$ cat config.mk
export PLATFORM = sky130hd
export DESIGN_NAME = regfile_dump_reader
export DESIGN_NICKNAME = d
export VERILOG_FILES = /design/src/rtl/regfile_pkg.sv /design/src/rtl/regfile_dump_out_reg.sv /design/src/rtl/regfile_dump_reader.sv
export SDC_FILE = /design/constraint.sdc
export NUM_CORES = 1
export LEC_CHECK = 0
export ABC_CLOCK_PERIOD_IN_PS = 1530
export CAP_MARGIN = 0
export CELL_PAD_IN_SITES_DETAIL_PLACEMENT = 1
export CELL_PAD_IN_SITES_GLOBAL_PLACEMENT = 2
export CORE_MARGIN = 4
export CORE_UTILIZATION = 21
export DETAILED_ROUTE_END_ITERATION = 10
export PLACE_DENSITY_LB_ADDON = 0.1
export SLEW_MARGIN = 15
export SYNTH_ARGS = -nofsm -noshare
export SYNTH_HDL_FRONTEND = slang
export SYNTH_SLANG_ARGS = --single-unit
$ cat constraint.sdc
create_clock -name clock -period 1.53 [get_ports clock]
set_input_delay 0.459 -clock clock [delete_from_list [all_inputs] [get_ports clock]]
set_output_delay 0.459 -clock clock [all_outputs]
set_load 0.005 [all_outputs]
$ cat src/rtl/regfile_pkg.sv
// Shared constants and dump-sequencer state encoding for the 32 x 64 register file.
package regfile_pkg;

    localparam int N  = 32;
    localparam int M  = 64;
    localparam int AW = 5;

    typedef logic [2:0] dump_state_t;

    localparam dump_state_t ST_IDLE = 3'd0;
    localparam dump_state_t ST_ADDR = 3'd1;
    localparam dump_state_t ST_SEND = 3'd2;
    localparam dump_state_t ST_DONE = 3'd3;
    localparam dump_state_t ST_SUM  = 3'd4;

    // Register indices walk upward and wrap from N-1 back to 0.
    function automatic logic [AW-1:0] next_index(input logic [AW-1:0] idx);
        return idx + 1'b1;
    endfunction

endpackage

$ cat src/rtl/regfile_dump_out_reg.sv
// Output beat register for the dump reader: holds one word, its index and the last flag.
module regfile_dump_out_reg
    import regfile_pkg::*;
(
    input  logic          clock,
    input  logic          reset,
    input  logic          load,
    input  logic          clear,
    input  logic [M-1:0]  load_data,
    input  logic [AW-1:0] load_idx,
    input  logic          load_last,
    output logic [M-1:0]  out_data,
    output logic [AW-1:0] out_idx,
    output logic          out_last,
    output logic          out_valid
);

    logic [M-1:0]  data_q,  data_d;
    logic [AW-1:0] idx_q,   idx_d;
    logic          last_q,  last_d;
    logic          valid_q, valid_d;

    // A load always wins over a clear so a new beat can follow a handshake back to back.
    always_comb begin
        data_d  = data_q;
        idx_d   = idx_q;
        last_d  = last_q;
        valid_d = valid_q;
        if (load) begin
            data_d  = load_data;
            idx_d   = load_idx;
            last_d  = load_last;
            valid_d = 1'b1;
        end else if (clear) begin
            valid_d = 1'b0;
        end
    end

    always_ff @(posedge clock) begin
        if (reset) begin
            data_q  <= '0;
            idx_q   <= '0;
            last_q  <= 1'b0;
            valid_q <= 1'b0;
        end else begin
            data_q  <= data_d;
            idx_q   <= idx_d;
            last_q  <= last_d;
            valid_q <= valid_d;
        end
    end

    assign out_data  = data_q;
    assign out_idx   = idx_q;
    assign out_last  = last_q;
    assign out_valid = valid_q;

endmodule

$ cat src/rtl/regfile_dump_reader.sv
// Read-side dump sequencer: walks the A port over a register range and streams each word out.
// Optional XOR checksum trailer beat is compiled in with REGFILE_DUMP_CHECKSUM_EN.
module regfile_dump_reader
    import regfile_pkg::*;
(
    input  logic          clock,
    input  logic          reset,
    input  logic          start,
    input  logic [AW-1:0] first_reg,
    input  logic [AW-1:0] last_reg,
    output logic [AW-1:0] AA,
    output logic          EN_A,
    input  logic [M-1:0]  A,
    output logic [M-1:0]  out_data,
    output logic [AW-1:0] out_idx,
    output logic          out_valid,
    input  logic          out_ready,
    output logic          out_last,
    output logic          busy,
    output logic          done
);

    dump_state_t   state_q, state_d;
    logic [AW-1:0] aa_q,    aa_d;
    logic [AW-1:0] last_q,  last_d;
    logic          en_a_q,  en_a_d;
    logic          busy_q,  busy_d;
    logic          done_q,  done_d;

    logic          beat_load;
    logic          beat_clear;
    logic [M-1:0]  beat_data;
    logic [AW-1:0] beat_idx;
    logic          beat_last;
    logic          handshake;
    logic          at_last;

`ifdef REGFILE_DUMP_CHECKSUM_EN
    logic [M-1:0]  acc_q, acc_d;
`endif

    assign handshake = out_valid & out_ready;
    assign at_last   = (aa_q == last_q);

    always_comb begin
        state_d    = state_q;
        aa_d       = aa_q;
        last_d     = last_q;
        en_a_d     = en_a_q;
        busy_d     = busy_q;
        done_d     = 1'b0;
        beat_load  = 1'b0;
        beat_clear = 1'b0;
        beat_data  = A;
        beat_idx   = aa_q;
        beat_last  = 1'b0;
`ifdef REGFILE_DUMP_CHECKSUM_EN
        acc_d      = acc_q;
`endif
        case (state_q)
            ST_IDLE: begin
                if (start) begin
                    aa_d    = first_reg;
                    last_d  = last_reg;
                    en_a_d  = 1'b1;
                    busy_d  = 1'b1;
                    state_d = ST_ADDR;
`ifdef REGFILE_DUMP_CHECKSUM_EN
                    acc_d   = '0;
`endif
                end
            end
            ST_ADDR: begin
                // The word is captured here, so later writes to this register cannot leak in.
                beat_load = 1'b1;
`ifdef REGFILE_DUMP_CHECKSUM_EN
                beat_last = 1'b0;
                acc_d     = acc_q ^ A;
`else
                beat_last = at_last;
`endif
                state_d   = ST_SEND;
            end
            ST_SEND: begin
                if (handshake) begin
                    if (!at_last) begin
                        beat_clear = 1'b1;
                        aa_d       = next_index(aa_q);
                        state_d    = ST_ADDR;
                    end else begin
                        en_a_d = 1'b0;
`ifdef REGFILE_DUMP_CHECKSUM_EN
                        // Trailer beat replaces the final register beat without a gap cycle.
                        beat_load = 1'b1;
                        beat_data = acc_q;
                        beat_idx  = '0;
                        beat_last = 1'b1;
                        state_d   = ST_SUM;
`else
                        beat_clear = 1'b1;
                        done_d     = 1'b1;
                        state_d    = ST_DONE;
`endif
                    end
                end
            end
            ST_SUM: begin
                if (handshake) begin
                    beat_clear = 1'b1;
                    done_d     = 1'b1;
                    state_d    = ST_DONE;
                end
            end
            ST_DONE: begin
                busy_d  = 1'b0;
                state_d = ST_IDLE;
            end
            default: begin
                state_d = ST_IDLE;
                en_a_d  = 1'b0;
                busy_d  = 1'b0;
            end
        endcase
    end

    always_ff @(posedge clock) begin
        if (reset) begin
            state_q <= ST_IDLE;
            aa_q    <= '0;
            last_q  <= '0;
            en_a_q  <= 1'b0;
            busy_q  <= 1'b0;
            done_q  <= 1'b0;
        end else begin
            state_q <= state_d;
            aa_q    <= aa_d;
            last_q  <= last_d;
            en_a_q  <= en_a_d;
            busy_q  <= busy_d;
            done_q  <= done_d;
        end
    end

`ifdef REGFILE_DUMP_CHECKSUM_EN
    always_ff @(posedge clock) begin
        if (reset) begin
            acc_q <= '0;
        end else begin
            acc_q <= acc_d;
        end
    end
`endif

    regfile_dump_out_reg u_out_reg (
        .clock     (clock),
        .reset     (reset),
        .load      (beat_load),
        .clear     (beat_clear),
        .load_data (beat_data),
        .load_idx  (beat_idx),
        .load_last (beat_last),
        .out_data  (out_data),
        .out_idx   (out_idx),
        .out_last  (out_last),
        .out_valid (out_valid)
    );

    assign AA   = aa_q;
    assign EN_A = en_a_q;
    assign busy = busy_q;
    assign done = done_q;

endmodule
Yosys cells after proc, flatten, opt, wreduce, memory -nomap -nowiden. Cells that the tools add are included.

Register bits after elaboration: 87. Bits in latches: 0. Memory bits (writable): 0. Bits in read-only memories: 0. Input bits: 78. Output and inout bits: 79. Memories: 0.

$add $sub $neg: 1. $mul: 0. Div/mod/pow operators: 0. $lt $le $gt $ge: 0. Equality and inequality tests: 10. Shift operators: 0. Mux-type cells: 23. Bitwise logic cells: 3. Reduce and logical (&&, ||, !) cells: 11.

Operators by type and width (count): 2-to-1 mux 5 bit (3); one-hot mux 3 bit (4 select lines) (1); 2-to-1 mux 1 bit (11); inequality test 2 bit, second input constant (5); one-hot mux 5 bit (2 select lines) (1); 2-to-1 mux 3 bit (3); AND reduction 4 bit (2); equality test 3 x 2 -> 1 bit, second input constant (2); OR reduction 3 bit (2); adder 5 x 1 -> 5 bit, second input constant (1); equality test 5 bit (1); one-hot mux 1 bit (2 select lines) (2); AND reduction 2 bit (2); nonzero test 2 bit (2); equality test 3 x 1 -> 1 bit, second input constant (1); equality test 3 bit, second input constant (1); logical NOT 3 bit (1); one-hot mux 1 bit (3 select lines) (1); AND reduction 3 bit (1); 2-to-1 mux 2 bit (1); NOT 1 bit (2); OR reduction 2 bit (1); bitwise AND 1 bit (1).

Depth between registers and ports, before layout.
Depth after elaboration: 5. Depth in mapped cells: 7.

Cells and area by module. From an unflattened synthesis, not the netlist that was laid out.

Cell total of the unflattened synthesis: 344. Area, all modules: 3540.9 um^2.

By module, submodules not included: regfile_dump_out_reg (times used 1, cells each 230, area each 2548.7 um^2, sequential area each 1421.4 um^2); regfile_dump_reader (times used 1, cells each 114, area each 992.2 um^2, sequential area each 300.3 um^2).

Worst setup path after synthesis. OpenSTA, ideal clock, no wires.

Path type: reg2reg. Start point: register state_q[0]. End point: register aa_q[1] (netlist: AA[1]). Library setup time: 133 ps. Arrival: 1508 ps. Required time: 1397 ps. Slack: -111 ps. Cell stages (with the launch flop): 7. Period minus slack after synthesis: 1641 ps. Path through: dfxtp_1 > inv_1 > ha_1 > clkbuf_1 > mux2_2 > a211oi_1 > a211oi_2.

Cells in the longest elaborated chain, start to end: 3.

RTL lines: start, declared (RTL line regfile_dump_reader.sv:23) `dump_state_t state_q, state_d;`; start signal, assigned (RTL line regfile_dump_reader.sv:135) `state_q <= state_d;`; equality test 3 x 2 -> 1 bit / logical NOT 3 bit (equally long branches) (RTL line regfile_dump_reader.sv:60) `case (state_q)`; inequality test 2 bit (no line) / nonzero test 2 bit (equally long branches); AND reduction 4 bit (no line); end signal, assigned (RTL line regfile_dump_reader.sv:129) `aa_q <= '0;`; end signal, assigned (RTL line regfile_dump_reader.sv:136) `aa_q <= aa_d;`; end, declared (RTL line regfile_dump_reader.sv:24) `logic [AW-1:0] aa_q, aa_d;`.

Parallel ways exist; a longest one is shown, timed or not. A chain may end at the register's enable or synchronous reset.

Worst setup path after layout.
Start point: register state_q[1]. End point: register aa_q[0] (netlist: AA[0]).

The elaborated chain is that of the path after synthesis.

==> reports/results.tsv <==
metric	value	unit
status	finished clean	
drt pass-1 iters	3	
crit start category	flip-flop	
Post-Place Cell Area	5433	µm²
die height	135.7	µm
synthesized instance count	344	
setup TNS	0	ns
worst-skew pair later-pin latency	0.34	ns
register area share after synthesis	50.26	%
Post-Syn Area	3426	µm²
Post-synth EDFFs	0	
TritonCTS buffer count	9	
Fmax	0.6734	GHz
largest net degree at the start of global routing	38	
worst r2r src	state_q[1]	
Pleak	0.002632	µW
GRT Overall Usage	12.03	%
H-tree levels	3	
final period utilization	97.05	%
worst r2r path cells	7	
GRT overflow	0	
CP max stage delay	0.38	ns
global-route wire length before repair	17.47	mm
DRC	0	
Buf/Inv on CP	2	
utilization after layout	36.47	%
crit-path leading delay family	flip-flops	
final hold slack	0.4728	ns
max-slew violations	0	
width of the die	135.7	µm
Critical-path top delay cell	dfxtp_4	
worst path required time	1.77	ns
CTS max path bufs	2	
cell breakdown of the critical path	inv_4 > ha_4 > mux2_4 > buf_6 > nand3_2 > a21oi_2 > o32ai_1	
Syn-to-layout area delta	69.72	%
pwr/cell area	1685	nW/µm²
area occupied by multi-input gates	1652	µm²
CP Class	flip-flop to flip-flop	
top cell type's share of synthesized area	50.26	%
Worst Hold Launch	last_q[4]	
slew margin rel.	76.18	%
die area	18420	µm²
CTS Hold Bufs	0	
First DRT Iteration DRCs	92	
DR WL met3	890	µm
Yosys cell types	33	
vias	3122	
I/O pin total	157	
Reg2Reg Capture Point	AA[0]	
remaining antenna violation count after routing	0	
Synth Flop Type	dfxtp_1	
Root Buffer	clkbuf_16	
layout cell share with drive strength beyond 1	15.31	%
Clock Skew	0.008578	ns
Sequential Area	1740	µm²
Synth area leader	dfxtp_1	
Max VDD drop	0.6253	mV
Sink Count	86	
starting density of the core	21.49	%
maxcap violations	0	
RD Place Congestion	0.7024	
CTS tree	done	
YS warnings	0	
overall power	9798	µW
DR WL met2	5.059	mm
hold path endpoint	last_q[4]	
# fillers	1821	
DR top layer	met4	
vias in the first global route	3442	
final wirelength	10.93	mm
antenna violations before repair	0	
Rows	46	
Final nets	608	
WHS Path Cells	2	
Post-Syn Area per Cell	9.959	µm²
asr flop ratio synth	0	%
final setup vio count	0	
Reg2Reg Setup Slack	0.05	ns
Clk pin slew, worst setup/hold paths	0.07	ns
Core ar.	15940	µm²
Worst-Margin Slew	0.3573	ns
average wire per cell in the routed design	14.67	µm
M1 WL	4.746	mm
FF+latch count, synth	86	
RSZ-0062 raised after global routing	true	
post-layout instance area	5814	µm²
Tmin final	1.485	ns
DPL Wire Length	8.006	mm
diode count	0	
CP Capture Type	flip-flop	
cell types occupying the most area after synthesis	dfxtp_1 (50%), mux2i_1 (21%), nor2_1 (8.4%)	
vias per inst	4.191	
final hold vios	0	
Max FO, Critical Path	4	
CP arrival	1.73	ns
hold crit path type	flip-flop to flip-flop	
I/O Buffers	156	
Post-Syn Nets	428	
-- cell usage after synthesis, types with 4 or more instances --
master	number
xor2_1	5
clkbuf_1	9
dfxtp_1	86
ha_1	6
nand3_1	9
buf_2	10
a21oi_1	14
nand2_1	13
inv_1	8
nor2_1	77
mux2i_1	72
nand2b_1	4
-- metal layers --
metal	vias up	track usage, %
met4	0	5.319
met2	106	19.39
li1	1526	-
met1	1477	14.50
met5	-	0
met3	13	4.160
-- final cells by class --
cell class                      count  share of cell area (%)
Inverter                            8                  0.6025
Multi-Input combinational cell    229                   28.41
Timing Repair Buffer              190                   30.26
Tap cell                          216                   4.648
Clock inverter                      5                   1.808
Clock buffer                       11                   4.347
Sequential cell                    86                   29.93
-- power by group --
part / leakage (µW) / total (µW) / switching, µW / internal (µW)
Combinational: 0.00176 / 4040 / 1860 / 2180
Sequential: 0.000708 / 3140 / 320 / 2830
Clock: 0.000168 / 2620 / 932 / 1690
Total: 0.00263 / 9800 / 3110 / 6690
-- stage by stage --
step,worst slack (ns),instances
floorplan,0.006124,344
global placement,-0.3097,726
detailed placement,-0.3452,726
CTS,0.03662,743
global route,-0.006653,745
finish,0.04506,745
-- tightest hold or removal path, stage by stage (launching register included) --
cell and delay (ns):
dfxtp_1 0.32, nand2_1 0.06, a21oi_1 0.05
-- sequential cells by signal, summed over array words and instances (netlist names) --
| signal | cells |
|---|---|
| u_out_reg.out_idx | 5 |
| EN_A | 1 |
| done | 1 |
| AA | 5 |
| last_q | 5 |
| u_out_reg.out_data | 64 |
| u_out_reg.out_valid | 1 |
| state_q | 2 |
| u_out_reg.out_last | 1 |
| busy | 1 |
-- cells by family after synthesis --
logic type,synth area share (%)
compound gates,6.063
xor+xnor,1.278
fa+ha+maj,2.191
buf+inv,4.127
flops,50.26
mux,21.69
simple gates,14.39
-- how the worst max path moves through the flow --
stage / from / endpoint / slack, ns / cells after the start
detailed placement: start / EN_A / -0.35 / 6
finish: state_q[1] / AA[0] / 0.05 / 7
CTS: state_q[1] / AA[0] / 0.04 / 7
global route: state_q[0] / AA[3] / -0.007 / 7
global placement: start / EN_A / -0.31 / 6
floorplan: state_q[0] / AA[2] / 0.006 / 6
-- what timing repair did --
| action | CTS | global route |
|---|---|---|
| gates cloned | 0 | 0 |
| gates resized for setup | 98 | 10 |
| pin swaps | 0 | 6 |
| setup buffers | 1 | 2 |
| endpoints found under the setup margin | 86 | 4 |
-- cell usage in the layout, fill, tap and decap left out, types with 4 or more instances in the layout --
| cell | instances |
|---|---|
| clkdlybuf4s50_1 | 75 |
| mux2i_1 | 72 |
| clkbuf_16 | 9 |
| xor2_1 | 5 |
| nand3_1 | 8 |
| buf_4 | 31 |
| dfxtp_1 | 77 |
| dlygate4sd2_1 | 79 |
| nand2b_1 | 4 |
| nand2_1 | 13 |
| inv_1 | 6 |
| a21oi_1 | 12 |
| nor2_1 | 77 |
| dfxtp_2 | 6 |
No activity file was read; power rests on OpenSTA's default activity.
